### config.mk
export PLATFORM = sky130hd
export DESIGN_NAME = key_filter_multi
export DESIGN_NICKNAME = d
export VERILOG_FILES = /design/src/rtl/key_filter_multi.sv
export SDC_FILE = /design/constraint.sdc
export NUM_CORES = 1
export LEC_CHECK = 0
export ABC_CLOCK_PERIOD_IN_PS = 4100
export CAP_MARGIN = 10
export CORE_AREA = 4 4 138 140
export CTS_BUF_LIST = sky130_fd_sc_hd__clkbuf_2 sky130_fd_sc_hd__clkbuf_4 sky130_fd_sc_hd__clkbuf_8
export DETAILED_ROUTE_END_ITERATION = 10
export DIE_AREA = 0 0 142 144
export PLACE_DENSITY = 0.82
export SLEW_MARGIN = 20
export SYNTH_ARGS = -nofsm -noshare
export SYNTH_HDL_FRONTEND = slang
export SYNTH_SLANG_ARGS = --single-unit
### constraint.sdc
create_clock -name clk -period 4.1 [get_ports clk]
set_input_delay 0.41 -clock clk [delete_from_list [all_inputs] [get_ports clk]]
set_output_delay 0.41 -clock clk [all_outputs]
set_load 0.005 [all_outputs]
### src/rtl/key_filter_multi.sv
// N-channel key debouncer: per-channel press/release/long-press (and optional auto-repeat, KEY_REPEAT_EN) pulses.
// Latency: press/release flag and key_state update DEBOUNCE_CYCLES+2 edges after the first edge sampling a new pin level.
// Backpressure: none; all outputs are registered single-cycle pulses or levels, channels fully independent.
module key_filter_multi #(
    parameter int NUM_KEYS          = 4,
    parameter int DEBOUNCE_CYCLES   = 1_000_000,
    parameter int LONG_PRESS_CYCLES = 50_000_000,
    parameter int REPEAT_CYCLES     = 10_000_000,
    parameter bit ACTIVE_LOW        = 1'b1
) (
    input  logic                clk,
    input  logic                rst,
    input  logic [NUM_KEYS-1:0] key,
    output logic [NUM_KEYS-1:0] press_flag,
    output logic [NUM_KEYS-1:0] release_flag,
    output logic [NUM_KEYS-1:0] long_flag,
    output logic [NUM_KEYS-1:0] repeat_flag,
    output logic [NUM_KEYS-1:0] key_state
);

    localparam int DBC_W = $clog2(DEBOUNCE_CYCLES);
    // One extra code so the long counter can park past its terminal value and fire only once.
    localparam int LPC_W = $clog2(LONG_PRESS_CYCLES + 1);

    localparam logic [DBC_W-1:0] DBC_LAST = DBC_W'(DEBOUNCE_CYCLES - 1);
    localparam logic [LPC_W-1:0] LPC_LAST = LPC_W'(LONG_PRESS_CYCLES - 1);
    localparam logic [LPC_W-1:0] LPC_SAT  = LPC_W'(LONG_PRESS_CYCLES);

    localparam logic [NUM_KEYS-1:0] RELEASED_PIN = {NUM_KEYS{ACTIVE_LOW}};

    typedef enum logic [1:0] {
        IDLE     = 2'd0,
        P_FILTER = 2'd1,
        PRESSED  = 2'd2,
        R_FILTER = 2'd3
    } state_t;

    logic [NUM_KEYS-1:0] sync_r0;
    logic [NUM_KEYS-1:0] sync_r1;
    logic [NUM_KEYS-1:0] sync_r2;
    logic [NUM_KEYS-1:0] pressed_now;
    logic [NUM_KEYS-1:0] pressed_prev;
    logic [NUM_KEYS-1:0] press_edge;
    logic [NUM_KEYS-1:0] release_edge;

    always_ff @(posedge clk) begin
        if (rst) begin
            sync_r0 <= RELEASED_PIN;
            sync_r1 <= RELEASED_PIN;
            sync_r2 <= RELEASED_PIN;
        end else begin
            sync_r0 <= key;
            sync_r1 <= sync_r0;
            sync_r2 <= sync_r1;
        end
    end

    assign pressed_now  = sync_r1 ^ RELEASED_PIN;
    assign pressed_prev = sync_r2 ^ RELEASED_PIN;
    assign press_edge   = pressed_now & ~pressed_prev;
    assign release_edge = ~pressed_now & pressed_prev;

    for (genvar i = 0; i < NUM_KEYS; i++) begin : g_ch
        state_t           state;
        state_t           state_nxt;
        logic [DBC_W-1:0] dbc;
        logic [DBC_W-1:0] dbc_nxt;
        logic [LPC_W-1:0] lpc;
        logic [LPC_W-1:0] lpc_nxt;
        logic             press_q;
        logic             press_nxt;
        logic             release_q;
        logic             release_nxt;
        logic             long_q;
        logic             long_nxt;
        logic             level_q;
        logic             level_nxt;

        // An edge arriving on the terminal count always wins: the filter backs out with no flag.
        always_comb begin
            state_nxt   = state;
            dbc_nxt     = dbc;
            lpc_nxt     = lpc;
            press_nxt   = 1'b0;
            release_nxt = 1'b0;
            long_nxt    = 1'b0;
            level_nxt   = level_q;
            case (state)
                IDLE: begin
                    if (press_edge[i]) begin
                        state_nxt = P_FILTER;
                        dbc_nxt   = '0;
                    end
                end
                P_FILTER: begin
                    if (release_edge[i]) begin
                        state_nxt = IDLE;
                    end else if (dbc == DBC_LAST) begin
                        state_nxt = PRESSED;
                        press_nxt = 1'b1;
                        level_nxt = 1'b1;
                        lpc_nxt   = '0;
                    end else begin
                        dbc_nxt = dbc + 1'b1;
                    end
                end
                PRESSED: begin
                    if (release_edge[i]) begin
                        state_nxt = R_FILTER;
                        dbc_nxt   = '0;
                    end else if (lpc != LPC_SAT) begin
                        lpc_nxt  = lpc + 1'b1;
                        long_nxt = (lpc == LPC_LAST);
                    end
                end
                R_FILTER: begin
                    // A bounce back to pressed resumes the long-press count where it left off.
                    if (press_edge[i]) begin
                        state_nxt = PRESSED;
                    end else if (dbc == DBC_LAST) begin
                        state_nxt   = IDLE;
                        release_nxt = 1'b1;
                        level_nxt   = 1'b0;
                    end else begin
                        dbc_nxt = dbc + 1'b1;
                    end
                end
                default: begin
                    state_nxt = IDLE;
                    level_nxt = 1'b0;
                end
            endcase
        end

        always_ff @(posedge clk) begin
            if (rst) begin
                state     <= IDLE;
                dbc       <= '0;
                lpc       <= '0;
                press_q   <= 1'b0;
                release_q <= 1'b0;
                long_q    <= 1'b0;
                level_q   <= 1'b0;
            end else begin
                state     <= state_nxt;
                dbc       <= dbc_nxt;
                lpc       <= lpc_nxt;
                press_q   <= press_nxt;
                release_q <= release_nxt;
                long_q    <= long_nxt;
                level_q   <= level_nxt;
            end
        end

        assign press_flag[i]   = press_q;
        assign release_flag[i] = release_q;
        assign long_flag[i]    = long_q;
        assign key_state[i]    = level_q;

`ifdef KEY_REPEAT_EN
        localparam int RPC_W = $clog2(REPEAT_CYCLES);
        localparam logic [RPC_W-1:0] RPC_LAST = RPC_W'(REPEAT_CYCLES - 1);

        logic [RPC_W-1:0] rpc;
        logic [RPC_W-1:0] rpc_nxt;
        logic             repeat_q;
        logic             repeat_nxt;

        // Repeat period starts counting only once the long-press counter has parked.
        always_comb begin
            rpc_nxt    = rpc;
            repeat_nxt = 1'b0;
            if (state_nxt == IDLE) begin
                rpc_nxt = '0;
            end else if (state == PRESSED && state_nxt == PRESSED && lpc == LPC_SAT) begin
                if (rpc == RPC_LAST) begin
                    rpc_nxt    = '0;
                    repeat_nxt = 1'b1;
                end else begin
                    rpc_nxt = rpc + 1'b1;
                end
            end
        end

        always_ff @(posedge clk) begin
            if (rst) begin
                rpc      <= '0;
                repeat_q <= 1'b0;
            end else begin
                rpc      <= rpc_nxt;
                repeat_q <= repeat_nxt;
            end
        end

        assign repeat_flag[i] = repeat_q;
`else
        assign repeat_flag[i] = 1'b0;
`endif
    end

endmodule

Word level (Yosys, flattened, before mapping)
Cells that the tools add are included.
Storage, ports and cells
  bits in registers: 220
  word-level logic and storage cells: 261
  output and inout bits: 20
  input port bits: 6
Cells by class
  reduce and logical (&&, ||, !) cells: 40
  mux-type cells: 96
  bitwise operators: 22
  equal/unequal tests: 64
  add/subtract/negate cells: 8
Operator list (number)
  $mux W26: 16
  $mux W20: 20
  $pmux W20 S4: 4
  $pmux W26 S2: 4
  $add A26 B1 Y26 const B: 4
  $eq A26 B26 Y1 const B: 4
  $ne A26 B26 Y1 const B: 4
  $add A20 B1 Y20 const B: 4
  $eq A20 B20 Y1 const B: 4
  $ne A2 B2 Y1 const B: 32
  $mux W2: 24
  $reduce_and A5 Y1: 8
  $pmux W2 S4: 4
  $reduce_and A4 Y1: 8
  $ne A3 B3 Y1 const B: 8
  $reduce_or A3 Y1: 8
  $mux W1: 20
  $eq A2 B2 Y1 const B: 8
  $not A1 Y1: 16
  $not A4 Y4: 4
  $reduce_bool A2 Y1: 8
  $reduce_or A4 Y1: 4
  $and A4 B4 Y4: 2
  $eq A2 B1 Y1 const B: 4
  other kinds (2): 8

Logic depth before layout (Yosys ltp)
Gate-level depths: netlist (run 1).
  depth in word-level cells: 5
  gate-level depth with buffers: 10
  mapped depth without buffers: 8

Worst setup path before layout (run 1)
No wires, ideal clock.
  path kind: reg2reg
  from: register g_ch[3].dbc[0]
  to: register g_ch[3].dbc[16]
  setup slack: 1.988 ns
  cell stages (with the launch flop): 9
  period minus slack after synthesis: 2.112 ns
  data required time: 4.028 ns
  data arrival time: 2.039 ns
  path through: dfxtp_1 > ha_1 > nand3_1 > and4bb_2 > a211oi_1 > nor2_1 > buf_2 > or3_1 > a21oi_1
Between the ends
  word-level cells in the longest chain between the ends: 4
RTL lines
  start: declaration: line 66  | logic [DBC_W-1:0] dbc;
  start signal: assignment: line 146  | dbc <= dbc_nxt;
  $add A20 B1 Y20 / $eq A20 B20 Y1 (equally long branches)
  $mux W20 *: line 98, 120
  $mux W20, on equally long branches: line 118, 96
  $pmux W20 S4 *: line 88  | case (state)
Every way passes the cells marked *; elsewhere a longest branch is shown, timed or not. The select of a mux whose other input is x is not followed.
A chain may end at the register's enable or synchronous reset.

Worst setup path after layout (run 1)
  from: register g_ch[3].dbc[0]
  to: register g_ch[3].dbc[4]
Same word-level chain as after synthesis.

==> results_dict.tcl, run 1 <==
set metrics [dict create \
    grt_max_degree 45 \
    remaining_drc_errors 0 \
    finalHoldViolations 0 \
    die_area_sq_um 20400 \
    synth_area_sq_um 11500 \
    cp_slowest_cell "nor2_1" \
    cp.required_ns 4.48 \
    rsz0062_at_grt "no" \
    leakagePower_nw 3.89 \
    cpMostUsedCell "buf_4" \
    die_y_um 144 \
    cts-root-buf "clkbuf_8" \
    stdcell_area_sq_um 12400 \
    ys_warn_count 0 \
    min_path_type "input pin to flip-flop" \
    mostFrequentLayoutCell "dfxtp_1" \
    met3_usage 0.0437 \
    cts_sinks 220 \
    drive_gt1_frac 0.0821 \
    start_util 0.643 \
    vias 10636 \
    r2r_cells 9 \
    powerDensity_nw_per_um2 354 \
    grt_antenna_before_repair 0 \
    clk_pin_slew_ns 0.06 \
    synth.largest_area_cell "dfxtp_1" \
    synth_edf_count 0 \
    num_rows 49 \
    first_pass_iters 6 \
    gp_congestion 0.904 \
    worst_pin_slew_ns 1.06 \
    finalNonFillerCells 1679 \
    yosysUniqueCellTypes 79 \
    fin_crit_ns 2.86 \
    arrival_ns 3.24 \
    yosys-top-cells-area "dfxtp_1 (38%), nor2_1 (4.6%), nand2_1 (4.4%)" \
    slew_violations 0 \
    dpl-instance-area_sq_um 11600 \
    maxCapViolCount 0 \
    drt_wl_total_um 26000 \
    die_w_um 142 \
    met2_usage 0.411 \
    layout.nets 1441 \
    cts_resized 0 \
    grt_use_met1 0.342 \
    grt_usage 0.252 \
    wire_per_inst_um 15.5 \
    grt.overflow.total 0 \
    worstPathCellList "ha_1 > nand3_1 > and4bb_2 > a211oi_1 > buf_4 > nor2_1 > buf_4 > mux2i_1 > a21oi_1" \
    holdWs_ns 0.343 \
    cts_hold_buffers 0 \
    synth_flop_cell "dfxtp_1" \
    syn-mean-instance-area_sq_um 7.97 \
    synth-seq-cells 220 \
    period_share 0.698 \
    power_mw 4.40 \
    synth-seq-area-share 0.384 \
    dp_hpwl_um 17400 \
    port_buffers 21 \
    ios 26 \
    cp_max_fo 15 \
    top_usage_layer "met2" \
    cts_tree "yes" \
    setup-tns-final_ns 0 \
    numCtsBuffers 37 \
    antenna_cells 0 \
    clk_latency_ns 0.54 \
    fmax_ghz 0.350 \
    core_sq_um 17800 \
    setup_viol 0 \
    relSlewSlack 0.287 \
    viasPerCell 6.33 \
    h-tree-depth 2 \
    post-cts-setup-buffers 0 \
    syn_inst 1439 \
    skew_ns 0.0254 \
    post-place-ws_ns 1.22 \
    ctsLongestPathBuffers 3 \
    dp.cells 1613 \
    synth_top_area_frac 0.384 \
    cp_slowest_stage_delay_ns 0.68 \
    vdd_ir_drop_max_v 0.000287 \
    mostFrequentLayoutCells "dfxtp_1 (220), nor2_1 (142), nand2_1 (134)" \
    grt_pass1_vias 9733 \
    grt_pass1_wl_um 44700 \
    crit_type "flip-flop to flip-flop" \
    syn2layout_area_growth_pct 8.38 \
    ant_nets 0 \
    min_path_cells 2 \
    end_kind "flip-flop" \
    start_kind "flip-flop" \
    synthArstFlopShare 0 \
    dr.first_iter.drc_count 762 \
    fin_ws_ns 1.24 \
    status "finished clean" \
    final_util 0.696 \
]
-- metal layers --
metal,share of wire,vias to the layer above
met5,0,-
met4,0.019,0
met2,0.46,367
li1,-,5274
met3,0.067,47
met1,0.45,4948
-- kinds of logic (layout without fill, tap and decap cells) --
family                     Yosys count  in the layout  share of synthesized area
and+or+nand+nor                    688            688                      0.321
AOI/OAI and AO/OA                  343            343                      0.192
DFF                                220            220                      0.384
buffers and inverters              126            134                     0.0504
xor gates and xnor gates            40             40                     0.0306
adders and majority gates           12             12                     0.0131
muxes                                9              9                    0.00797
other                                1              4                   0.000327
-- registers in the layout, indices dropped and copies added (netlist names) --
register,count
sync_r0,4
sync_r1,4
g_ch.level_q,4
g_ch.lpc,104
g_ch.press_q,4
sync_r2,4
g_ch.release_q,4
g_ch.long_q,4
g_ch.state,8
g_ch.dbc,80
-- layout make-up --
class	count	area [sq um]
Inverter	36	135
Clock buffer	57	709
Clock inverter	9	104
Sequential cell	220	4400
Tap cell	229	287
Multi-Input combinational cell	1096	6500
Timing Repair Buffer	32	290
Fill cell	1419	5420
-- cells in the mapped netlist, drive strengths merged (3+ instances only) --
cell type,instances
nand3b,8
buf,35
or2,13
o22ai,3
nand3,100
o21ai,103
nand2b,12
ha,12
or4,21
nand4b,8
o31ai,27
nor4b,5
nor3b,6
nor3,55
xor2,21
a21oi,91
dfxtp,220
clkbuf,55
nor4bb,10
nor2,142
nor2b,20
o21a,4
and4,15
xnor2,19
a31oi,30
mux2i,8
a311oi,18
a211oi,15
nand2,135
nand4,51
o41ai,3
o32ai,6
o211ai,8
a21o,3
and2,15
or3,17
nor4,22
a31o,3
a41oi,11
and3,27
a2111oi,3
inv,34
-- power breakdown --
group	total [mW]	switching, mW	internal [mW]	leakage, nW
Sequential	2.16	0.0142	2.15	1.77
Combinational	0.133	0.0962	0.0363	1.69
Clock	2.10	0.871	1.23	0.427
Total	4.40	0.982	3.42	3.89
-- worst max-delay path: cells and delay by family (launching register included) --
kind / cells / cell delay, ns
and+or+nand+nor: 3 / 1.26
muxes: 1 / 0.20
DFF: 1 / 0.39
buffers and inverters: 2 / 0.50
adders and majority gates: 1 / 0.20
AOI/OAI and AO/OA: 2 / 0.17
-- final timing paths --
check,endpoint,slack (ns),start
setup / recovery,g_ch[3].dbc[4],1.24,g_ch[3].dbc[0]
hold / removal,g_ch[1].lpc[7],0.34,rst
setup reg to reg,g_ch[3].dbc[4],1.24,g_ch[3].dbc[0]
hold reg to reg,sync_r1[1],0.41,sync_r0[1]
(Power assumes the default switching activity.)
==> run 2, diff against run 1 <==
==> config.mk (replaced) <==
export PLATFORM = sky130hd
export DESIGN_NAME = key_filter_multi
export DESIGN_NICKNAME = d
export VERILOG_FILES = /design/src/rtl/key_filter_multi.sv
export SDC_FILE = /design/constraint.sdc
export NUM_CORES = 1
export LEC_CHECK = 0
export ABC_CLOCK_PERIOD_IN_PS = 2600
export CAP_MARGIN = 10
export CORE_AREA = 4 4 146 148
export CTS_BUF_LIST = sky130_fd_sc_hd__clkbuf_2 sky130_fd_sc_hd__clkbuf_4 sky130_fd_sc_hd__clkbuf_8
export DETAILED_ROUTE_END_ITERATION = 10
export DIE_AREA = 0 0 150 152
export PLACE_DENSITY = 0.77
export SLEW_MARGIN = 20
export SYNTH_ARGS = -nofsm -noshare
export SYNTH_HDL_FRONTEND = slang
export SYNTH_SLANG_ARGS = --single-unit
==> constraint.sdc (replaced) <==
create_clock -name clk -period 2.6 [get_ports clk]
set_input_delay 0.26 -clock clk [delete_from_list [all_inputs] [get_ports clk]]
set_output_delay 0.26 -clock clk [all_outputs]
set_load 0.005 [all_outputs]
==> run 2 against run 1 <==
  * Sequential share of layout area decreased by 0.81 points
  * Final cell count grew 4.5%
  * Via count increased by 1.6%
  * Worst setup slack lost 0.98 ns
  * Register-to-register slack worse by 0.98 ns
  * Hold slack got worse by 0.25 ns
  * Largest cell class unchanged
  * Die area increased by 12%
  * Highest routed layer unchanged
==> results_dict.tcl, run 2 (synthesized netlist as in run 1, its figures left out) <==
set metrics [dict create \
    status "finished clean" \
    ant_nets 0 \
    finalNonFillerCells 1755 \
    crit_type "flip-flop to flip-flop" \
    layout.nets 1481 \
    relSlewSlack 0.364 \
    finalHoldViolations 0 \
    largestRegisters "g_ch.lpc x104, g_ch.dbc x80, g_ch.state x8" \
    fin_crit_ns 2.34 \
    powerDensity_nw_per_um2 535 \
    arrival_ns 2.80 \
    largest_register_ffs 104 \
    cts_sinks 220 \
    clk_latency_ns 0.53 \
    dp_hpwl_um 18100 \
    cp_slowest_stage_delay_ns 0.51 \
    grt_usage 0.236 \
    viasPerCell 6.16 \
    setup_viol 0 \
    mostFrequentLayoutCells "dfxtp_1 (220), nor2_1 (140), nand2_1 (134)" \
    num_rows 52 \
    antenna_cells 0 \
    vias 10806 \
    worst_pin_slew_ns 0.951 \
    min_path_type "input pin to flip-flop" \
    numCtsBuffers 39 \
    leakagePower_nw 4.06 \
    r2r_start "g_ch[1].dbc[0]" \
    skew_ns 0.0201 \
    top_register "g_ch.lpc" \
    slew_violations 0 \
    ctsLongestPathBuffers 3 \
    grt_max_degree 49 \
    cp_slowest_cell "or4_1" \
    final.fill_count 1822 \
    vdd_ir_drop_max_v 0.000513 \
    h-tree-depth 2 \
    mostFrequentLayoutCell "dfxtp_1" \
    seq_area_sq_um 4400 \
    end_kind "flip-flop" \
    clk_pin_slew_ns 0.06 \
    cp_max_fo 17 \
    worstPathCellList "ha_1 > nand2_1 > nor4_4 > nand3_2 > o21a_4 > or4_1 > a21oi_1" \
    die_y_um 152 \
    setup-tns-final_ns 0 \
    rsz0062_at_grt "no" \
    maxCapViolCount 0 \
    first_pass_iters 7 \
    drt_wl_total_um 26700 \
    port_buffers 21 \
    crit_end "g_ch[1].lpc[19]" \
    grt_pass1_vias 10163 \
    core_sq_um 20000 \
    stdcell_area_sq_um 12700 \
    drive_gt1_frac 0.104 \
    grt.overflow.total 0 \
    gp_congestion 0.885 \
    r2r-end "g_ch[1].lpc[19]" \
    start_kind "flip-flop" \
    cts_tree "yes" \
    rrSetupSlack_ns 0.26 \
    cp.required_ns 3.05 \
    r2r_cells 7 \
    die_w_um 150 \
    syn2layout_area_growth_pct 10.9 \
    dr.first_iter.drc_count 691 \
    dp.cells 1692 \
    period_share 0.902 \
    die_area_sq_um 22800 \
    crit_start "g_ch[1].dbc[0]" \
    cts-root-buf "clkbuf_8" \
    start_util 0.572 \
    fmax_ghz 0.426 \
    ios 26 \
    multi_input_area_sq_um 6500 \
    grt_pass1_wl_um 46800 \
    grt_antenna_before_repair 0 \
    remaining_drc_errors 0 \
    dpl-instance-area_sq_um 11900 \
    power_mw 6.80 \
    wire_per_inst_um 15.2 \
]
run 2: area by class of cell:
class | instances | area share
clock inverter | 3 | 0.00118
inverter | 36 | 0.0106
multi-input combinational | 1096 | 0.511
sequential | 220 | 0.346
clock buffer | 60 | 0.0590
timing repair buffer | 70 | 0.0453
tap | 270 | 0.0266
run 2: critical path, delay by kind of cell (launching register included):
| family | cells | cell delay, ns |
|---|---|---|
| DFF | 1 | 0.39 |
| AOI/OAI and AO/OA | 2 | 0.38 |
| and+or+nand+nor | 4 | 1.23 |
| adders and majority gates | 1 | 0.28 |
run 2: how the worst min path moves through the flow:
| stage | from | slack, ns | depth (start not counted) | end |
|---|---|---|---|---|
| floorplan | key[0] | 0.36 | 1 | sync_r0[0] |
| global route | rst | 0.08 | 2 | g_ch[0].dbc[0] |
| global placement | sync_r0[0] | 0.39 | 1 | sync_r1[0] |
| detailed placement | sync_r0[3] | 0.40 | 1 | sync_r1[3] |
| finish | rst | 0.09 | 2 | g_ch[0].dbc[0] |
| CTS | rst | 0.05 | 2 | g_ch[0].dbc[0] |
run 2: layer usage:
layer,vias up,part of all wire,GRT usage
li1,5362,-,-
met1,5066,0.46,0.326
met2,308,0.46,0.372
met3,70,0.053,0.0381
met4,0,0.026,0.0858
met5,-,0,0
run 2: repair_timing:
action / in CTS / in global routing
setup buffers: 0 / 0
endpoints found under the setup margin: 0 / 3
hold buffers: 0 / 0
resized for setup: 0 / 1
run 2: report_power, final:
group / leakage, nW / internal (mW) / switching, mW
Clock: 0.412 / 1.82 / 1.34
Combinational: 1.88 / 0.0697 / 0.169
Sequential: 1.77 / 3.39 / 0.0113
run 2: per-stage QoR:
step / hold slack, ns / util / setup WS [ns]
2_1_floorplan: 0.364 / - / 0.488
3_3_place_gp: 0.395 / 0.596 / 0.0866
3_5_place_dp: 0.395 / 0.596 / 0.0148
4_1_cts: 0.0522 / 0.634 / 0.0214
5_1_grt: 0.0767 / 0.635 / 0.0440
6_report: 0.0937 / 0.635 / 0.255
==> run 3, diff against run 2 <==
--- a/config.mk
+++ b/config.mk
@@ -6,7 +6,7 @@
 export NUM_CORES = 1
 export LEC_CHECK = 0
 export ABC_CLOCK_PERIOD_IN_PS = 2600
-export CAP_MARGIN = 10
+export CAP_MARGIN = 15
 export CORE_AREA = 4 4 146 148
 export CTS_BUF_LIST = sky130_fd_sc_hd__clkbuf_2 sky130_fd_sc_hd__clkbuf_4 sky130_fd_sc_hd__clkbuf_8
 export DETAILED_ROUTE_END_ITERATION = 10
==> results of run 3 <==
Final layout, timing and power as in run 2 (identical DEF).
